<file path="config.mk">
export PLATFORM = sky130hd
export DESIGN_NAME = pipe_hazard_ctrl
export DESIGN_NICKNAME = d
export VERILOG_FILES = /design/src/rtl/pipe_hazard_ctrl_pkg.sv /design/src/rtl/pipe_hazard_ctrl.sv
export SDC_FILE = /design/constraint.sdc
export NUM_CORES = 1
export LEC_CHECK = 0
export BUFFER_PORTS_ARGS = -buffer_cell sky130_fd_sc_hd__buf_2
export CORE_MARGIN = 4
export CORE_UTILIZATION = 53
export DETAILED_ROUTE_END_ITERATION = 7
export PLACE_DENSITY = 0.9
export SLEW_MARGIN = 15
export SYNTH_ARGS = -nofsm -noshare
export SYNTH_HDL_FRONTEND = slang
export SYNTH_SLANG_ARGS = --single-unit
export TNS_END_PERCENT = 50
</file>
<file path="constraint.sdc">
create_clock -name clk -period 4.1 [get_ports clk]
set_input_delay 1.23 -clock clk [delete_from_list [all_inputs] [get_ports clk]]
set_output_delay 1.23 -clock clk [all_outputs]
set_load 0.01 [all_outputs]
</file>
<file path="src/rtl/pipe_hazard_ctrl_pkg.sv">
// Shared types and constants for the pipeline sequencing controller:
// stall-vector encodings, controller state encoding and the load-use test.
package pipe_hazard_ctrl_pkg;

    localparam int REG_ADDR_W = 5;
    localparam int STALL_W    = 6;

    // Stall vector bit order: 0 PC, 1 IF, 2 ID, 3 EX, 4 MEM, 5 WB; 1 = hold.
    localparam logic [STALL_W-1:0] STALL_NONE     = 6'b000000;
    localparam logic [STALL_W-1:0] STALL_LOAD_USE = 6'b000111;
    localparam logic [STALL_W-1:0] STALL_MULTI    = 6'b001111;

    localparam logic [REG_ADDR_W-1:0] REG_ZERO = 5'd0;

    typedef enum logic [0:0] {
        CTRL_RUN     = 1'b0,
        CTRL_MC_BUSY = 1'b1
    } ctrl_state_e;

    // True when the load in EX produces a register that ID is about to read.
    // Register $0 is hard-wired to zero, so it can never be a real dependency.
    function automatic logic load_use_hit(
        input logic                  ex_is_load,
        input logic                  ex_wreg,
        input logic [REG_ADDR_W-1:0] ex_wd,
        input logic                  rd1,
        input logic [REG_ADDR_W-1:0] addr1,
        input logic                  rd2,
        input logic [REG_ADDR_W-1:0] addr2
    );
        logic src_match;
        src_match = (rd1 && (addr1 == ex_wd)) || (rd2 && (addr2 == ex_wd));
        return ex_is_load && ex_wreg && (ex_wd != REG_ZERO) && src_match;
    endfunction

endpackage

</file>
<file path="src/rtl/pipe_hazard_ctrl.sv">
// Pipeline sequencing controller for the 5-stage MIPS core. Decides stall,
// bubble and flush in the same cycle from the current hazards, tracks
// multi-cycle EX occupancy and counts front-end stall cycles.
module pipe_hazard_ctrl
    import pipe_hazard_ctrl_pkg::*;
#(
    parameter int MC_LAT = 8,
    parameter int CNT_W  = 32
) (
    input  logic                  clk,
    input  logic                  rst,
    input  logic                  id_reg1_read_i,
    input  logic [REG_ADDR_W-1:0] id_reg1_addr_i,
    input  logic                  id_reg2_read_i,
    input  logic [REG_ADDR_W-1:0] id_reg2_addr_i,
    input  logic                  ex_is_load_i,
    input  logic                  ex_wreg_i,
    input  logic [REG_ADDR_W-1:0] ex_wd_i,
    input  logic                  ex_mc_req_i,
    input  logic                  flush_i,
    output logic [STALL_W-1:0]    stall_o,
    output logic                  id_bubble_o,
    output logic                  flush_o,
    output logic                  ex_mc_done_o,
    output logic [CNT_W-1:0]      stall_cnt_o
);

    // The request cycle itself is the first of MC_LAT occupancy cycles, so the
    // down-counter starts one short and the done pulse fires when it reads 1.
    localparam logic [7:0]       MC_LOAD  = 8'(MC_LAT - 1);
    localparam logic [CNT_W-1:0] CNT_MAX  = {CNT_W{1'b1}};
    localparam logic [CNT_W-1:0] CNT_ONE  = {{(CNT_W-1){1'b0}}, 1'b1};
    localparam logic [CNT_W-1:0] CNT_ZERO = {CNT_W{1'b0}};

    ctrl_state_e          state_r;
    ctrl_state_e          state_nxt_s;
    logic [7:0]           mc_cnt_r;
    logic [7:0]           mc_cnt_nxt_s;
    logic [CNT_W-1:0]     stall_cnt_r;
    logic                 lu_s;
    logic [STALL_W-1:0]   stall_s;
    logic                 bubble_s;
    logic                 flush_s;
    logic                 done_s;

    // Same-cycle hazard decision and next-state selection; flush beats
    // multi-cycle, which beats load-use. Outputs are forced low in reset.
    always_comb begin
        stall_s      = STALL_NONE;
        bubble_s     = 1'b0;
        flush_s      = 1'b0;
        done_s       = 1'b0;
        state_nxt_s  = state_r;
        mc_cnt_nxt_s = mc_cnt_r;
        lu_s = load_use_hit(ex_is_load_i, ex_wreg_i, ex_wd_i,
                            id_reg1_read_i, id_reg1_addr_i,
                            id_reg2_read_i, id_reg2_addr_i);
        if (!rst) begin
            state_nxt_s  = CTRL_RUN;
            mc_cnt_nxt_s = 8'd0;
        end else begin
            case (state_r)
                CTRL_RUN: begin
                    if (flush_i) begin
                        flush_s = 1'b1;
                    end else if (ex_mc_req_i) begin
                        // A load cannot sit in EX alongside a mul/div, so lu is moot.
                        stall_s      = STALL_MULTI;
                        mc_cnt_nxt_s = MC_LOAD;
                        state_nxt_s  = CTRL_MC_BUSY;
                    end else if (lu_s) begin
                        // One cycle is enough: the load moves to MEM and forwards.
                        stall_s  = STALL_LOAD_USE;
                        bubble_s = 1'b1;
                    end else begin
                        stall_s = STALL_NONE;
                    end
                end
                CTRL_MC_BUSY: begin
                    if (flush_i) begin
                        flush_s      = 1'b1;
                        mc_cnt_nxt_s = 8'd0;
                        state_nxt_s  = CTRL_RUN;
                    end else if (mc_cnt_r == 8'd1) begin
                        done_s       = 1'b1;
                        mc_cnt_nxt_s = 8'd0;
                        state_nxt_s  = CTRL_RUN;
                    end else begin
                        stall_s      = STALL_MULTI;
                        mc_cnt_nxt_s = mc_cnt_r - 8'd1;
                    end
                end
                default: begin
                    state_nxt_s  = CTRL_RUN;
                    mc_cnt_nxt_s = 8'd0;
                end
            endcase
        end
    end

    // State, occupancy counter and saturating stall-cycle counter update.
    always_ff @(posedge clk) begin
        if (!rst) begin
            state_r     <= CTRL_RUN;
            mc_cnt_r    <= 8'd0;
            stall_cnt_r <= CNT_ZERO;
        end else begin
            state_r  <= state_nxt_s;
            mc_cnt_r <= mc_cnt_nxt_s;
            if (stall_s[0] && (stall_cnt_r != CNT_MAX)) begin
                stall_cnt_r <= stall_cnt_r + CNT_ONE;
            end else begin
                stall_cnt_r <= stall_cnt_r;
            end
        end
    end

    assign stall_o      = stall_s;
    assign id_bubble_o  = bubble_s;
    assign flush_o      = flush_s;
    assign ex_mc_done_o = done_s;
    assign stall_cnt_o  = stall_cnt_r;

endmodule

</file>
==> flow_metrics.tcl <==
set metrics [dict create \
    outcome "completed" \
    max_stage_delay_ps 510 \
    ys.flop_type "dfxtp_1" \
    drive_above_1_share 0.2413 \
    grt_pass1_vias 2277 \
    place_ws_ps 422.3 \
    globalplace.congestion 0.8949 \
    coreArea_um2 4354 \
    maxCapViolations 0 \
    synthTopCellsByArea "dfxtp_1, or4_1, o31ai_1" \
    cp_slowest_cell "or4_1" \
    maxSlewHeadroom 0.4591 \
    period_share 0.8931 \
    rsz0062_at_grt "false" \
    die_area_um2 5658 \
    yosysMostFrequentCell "dfxtp_1" \
    layout_min_cycle_time_ps 3662 \
    grt_max_degree 61 \
    hpwl_um 4240 \
    portBuffers 61 \
    yosysUniqueCellTypes 40 \
    antenna_found_initial 0 \
    start_util 0.5500 \
    die_h_um 75.22 \
    post_cts_resized 0 \
    max_freq_mhz 273.1 \
    cp-end-kind "output pin" \
    antennaDiodeCount 0 \
    n_fill_cell 353 \
    yosysTopAreaCell "dfxtp_1" \
    crit_chain "buf_2, or4_1, nor2_1, nor4_2, a21oi_4, nor2_1, buf_2" \
    cp-start-kind "input port" \
    critPathRequiredTime_ps 2870 \
    clock_path_buffers 2 \
    nets 369 \
    cts_tree "done" \
    postRouteAntennaNets 0 \
    synthArstFlopShare 0 \
    synth.avg_cell_area_um2 8.286 \
    grt_pass1_wl_um 9749 \
    cts_sinks 41 \
    pin_count 64 \
    hold_viol_final 0 \
    setup_violations 0 \
    worstSkewPairLatency_ps 300 \
    path_buf_inv 2 \
    root_buffer "clkbuf_8" \
    viasPerCell 6.174 \
    grt-ovfl-total 0 \
    ys_warn_count 0 \
    worst_slack_ps 438.4 \
    holdBufCountCts 0 \
    ys_ff_latch 41 \
    crit_family "simple AND/OR/NAND/NOR gates" \
    criticalPathCategory "in2out" \
    syn2layout_area_growth_pct 15.73 \
    clkTransAtPathRegs_ps 70 \
    synth_edf_count 0 \
    drt-total-wl_um 5866 \
    ys_seq_area_frac 0.3427 \
    path_max_fanout 3 \
    htreeDepth 2 \
    fin_skew_ps 11.42 \
    die_w_um 75.22 \
    p_per_area_nw_per_um2 278.9 \
    worstHoldPathType "reg2reg" \
    num_vias 2445 \
    grtUsageTotal 0.2161 \
    num_rows 24 \
    worst_slew_pin_slew_ps 808.3 \
    ys_top_cells_by_count "dfxtp_1, a21oi_1, or4_1, o31ai_1, nand2_1" \
    drt_pass1_iterations 4 \
    route.detailed.wl_per_inst_um 14.81 \
    arrival_ps 2430 \
    drt_iter0_markers 230 \
    r2r_slack_ps 1650 \
    cts_made_buffers 5 \
    netlist_instances 289 \
    route.detailed.drc 0 \
    synth_top_area_frac 0.3427 \
    fin_setup_tns_ps 0 \
    slew_viol_final 0 \
    ir_worst_vdd_mv 0.1423 \
    synth_area_um2 2395 \
    post-cts-setup-buffers 0 \
    p_leak_nw 1.029 \
]
==> worst register-to-register path: stages, from the launching register on <==
cell and delay [ps]:
dfxtp_1 350, or4_4 580, nor4b_4 320, a211oi_2 160, a21oi_4 140, buf_4 460, nor4_1 190, mux2i_1 150
==> power by group <==
part	switching [W]	internal (W)
clock network	0.000139	0.000118
logic	0.0000574	0.0000445
registers	0.00000858	0.000405
==> metrics by stage <==
step                      utilization  total power, W  cells  area, µm²  hold slack, ps
after floorplan                     -       0.0004992    290       2399           471.2
after global placement         0.6175       0.0005206    388       2689           468.0
after detailed placement       0.6175       0.0005237    388       2689           481.0
after CTS                      0.6365       0.0007756    396       2771           494.1
after global routing           0.6365       0.0008064    396       2771           506.9
final                          0.6365       0.0007729    396       2771           491.7
==> final cells by class <==
class | count | area (µm²) | share of cell area
Multi-Input combinational cell | 219 | 1419 | 0.5120
Sequential cell | 41 | 820.8 | 0.2962
Timing Repair Buffer | 67 | 350.3 | 0.1264
Clock buffer | 6 | 72.57 | 0.02619
Tap cell | 52 | 65.06 | 0.02348
Inverter | 9 | 33.78 | 0.01219
Clock inverter | 2 | 10.01 | 0.003612
==> registers in the layout (all words and copies together), names as in the netlist <==
register     cells
stall_cnt_o     32
mc_cnt_r         8
state_r          1
==> final timing paths <==
check	start	endpoint	cells past startpoint
hold / removal	stall_cnt_o[26]	stall_cnt_o[26]	2
setup reg to reg	mc_cnt_r[3]	stall_cnt_o[5]	7
hold reg to reg	stall_cnt_o[26]	stall_cnt_o[26]	2
setup / recovery	ex_wd_i[0]	stall_o[2]	7
==> routing by layer <==
metal,share of wire,GRT usage,vias to the layer above
met2,0.49,0.3646,78
met4,0.021,0.09515,0
met3,0.049,0.03338,15
met1,0.44,0.2724,1158
li1,-,-,1194
met5,0,0,-
==> cells by family (layout without fill, tap and decap cells) <==
| logic type | Yosys count | count (layout) | synth area share |
|---|---|---|---|
| AND/OR/NAND/NOR | 126 | 126 | 0.3218 |
| AO/OA/AOI/OAI | 71 | 71 | 0.1850 |
| multiplexers | 4 | 4 | 0.01672 |
| adder cells (fa/ha/maj) | 3 | 3 | 0.01568 |
| other | 1 | 2 | 0.001566 |
| buffers and inverters | 30 | 84 | 0.06896 |
| XOR/XNOR | 13 | 13 | 0.04754 |
| flip-flops | 41 | 41 | 0.3427 |
==> cells in the final DEF (no fill, tap or decap), types with 6 or more instances in the layout <==
master / synthesis / routed
buf_2: 3 / 61
dfxtp_1: 41 / 41
a21oi_1: 35 / 35
or4_1: 27 / 27
o31ai_1: 25 / 25
nand2_1: 19 / 19
nor2_1: 17 / 17
xnor2_1: 13 / 13
nand3_1: 11 / 11
nand4_1: 9 / 9
inv_1: 8 / 8
buf_4: 5 / 6
No activity file was read; power rests on OpenSTA's default activity.
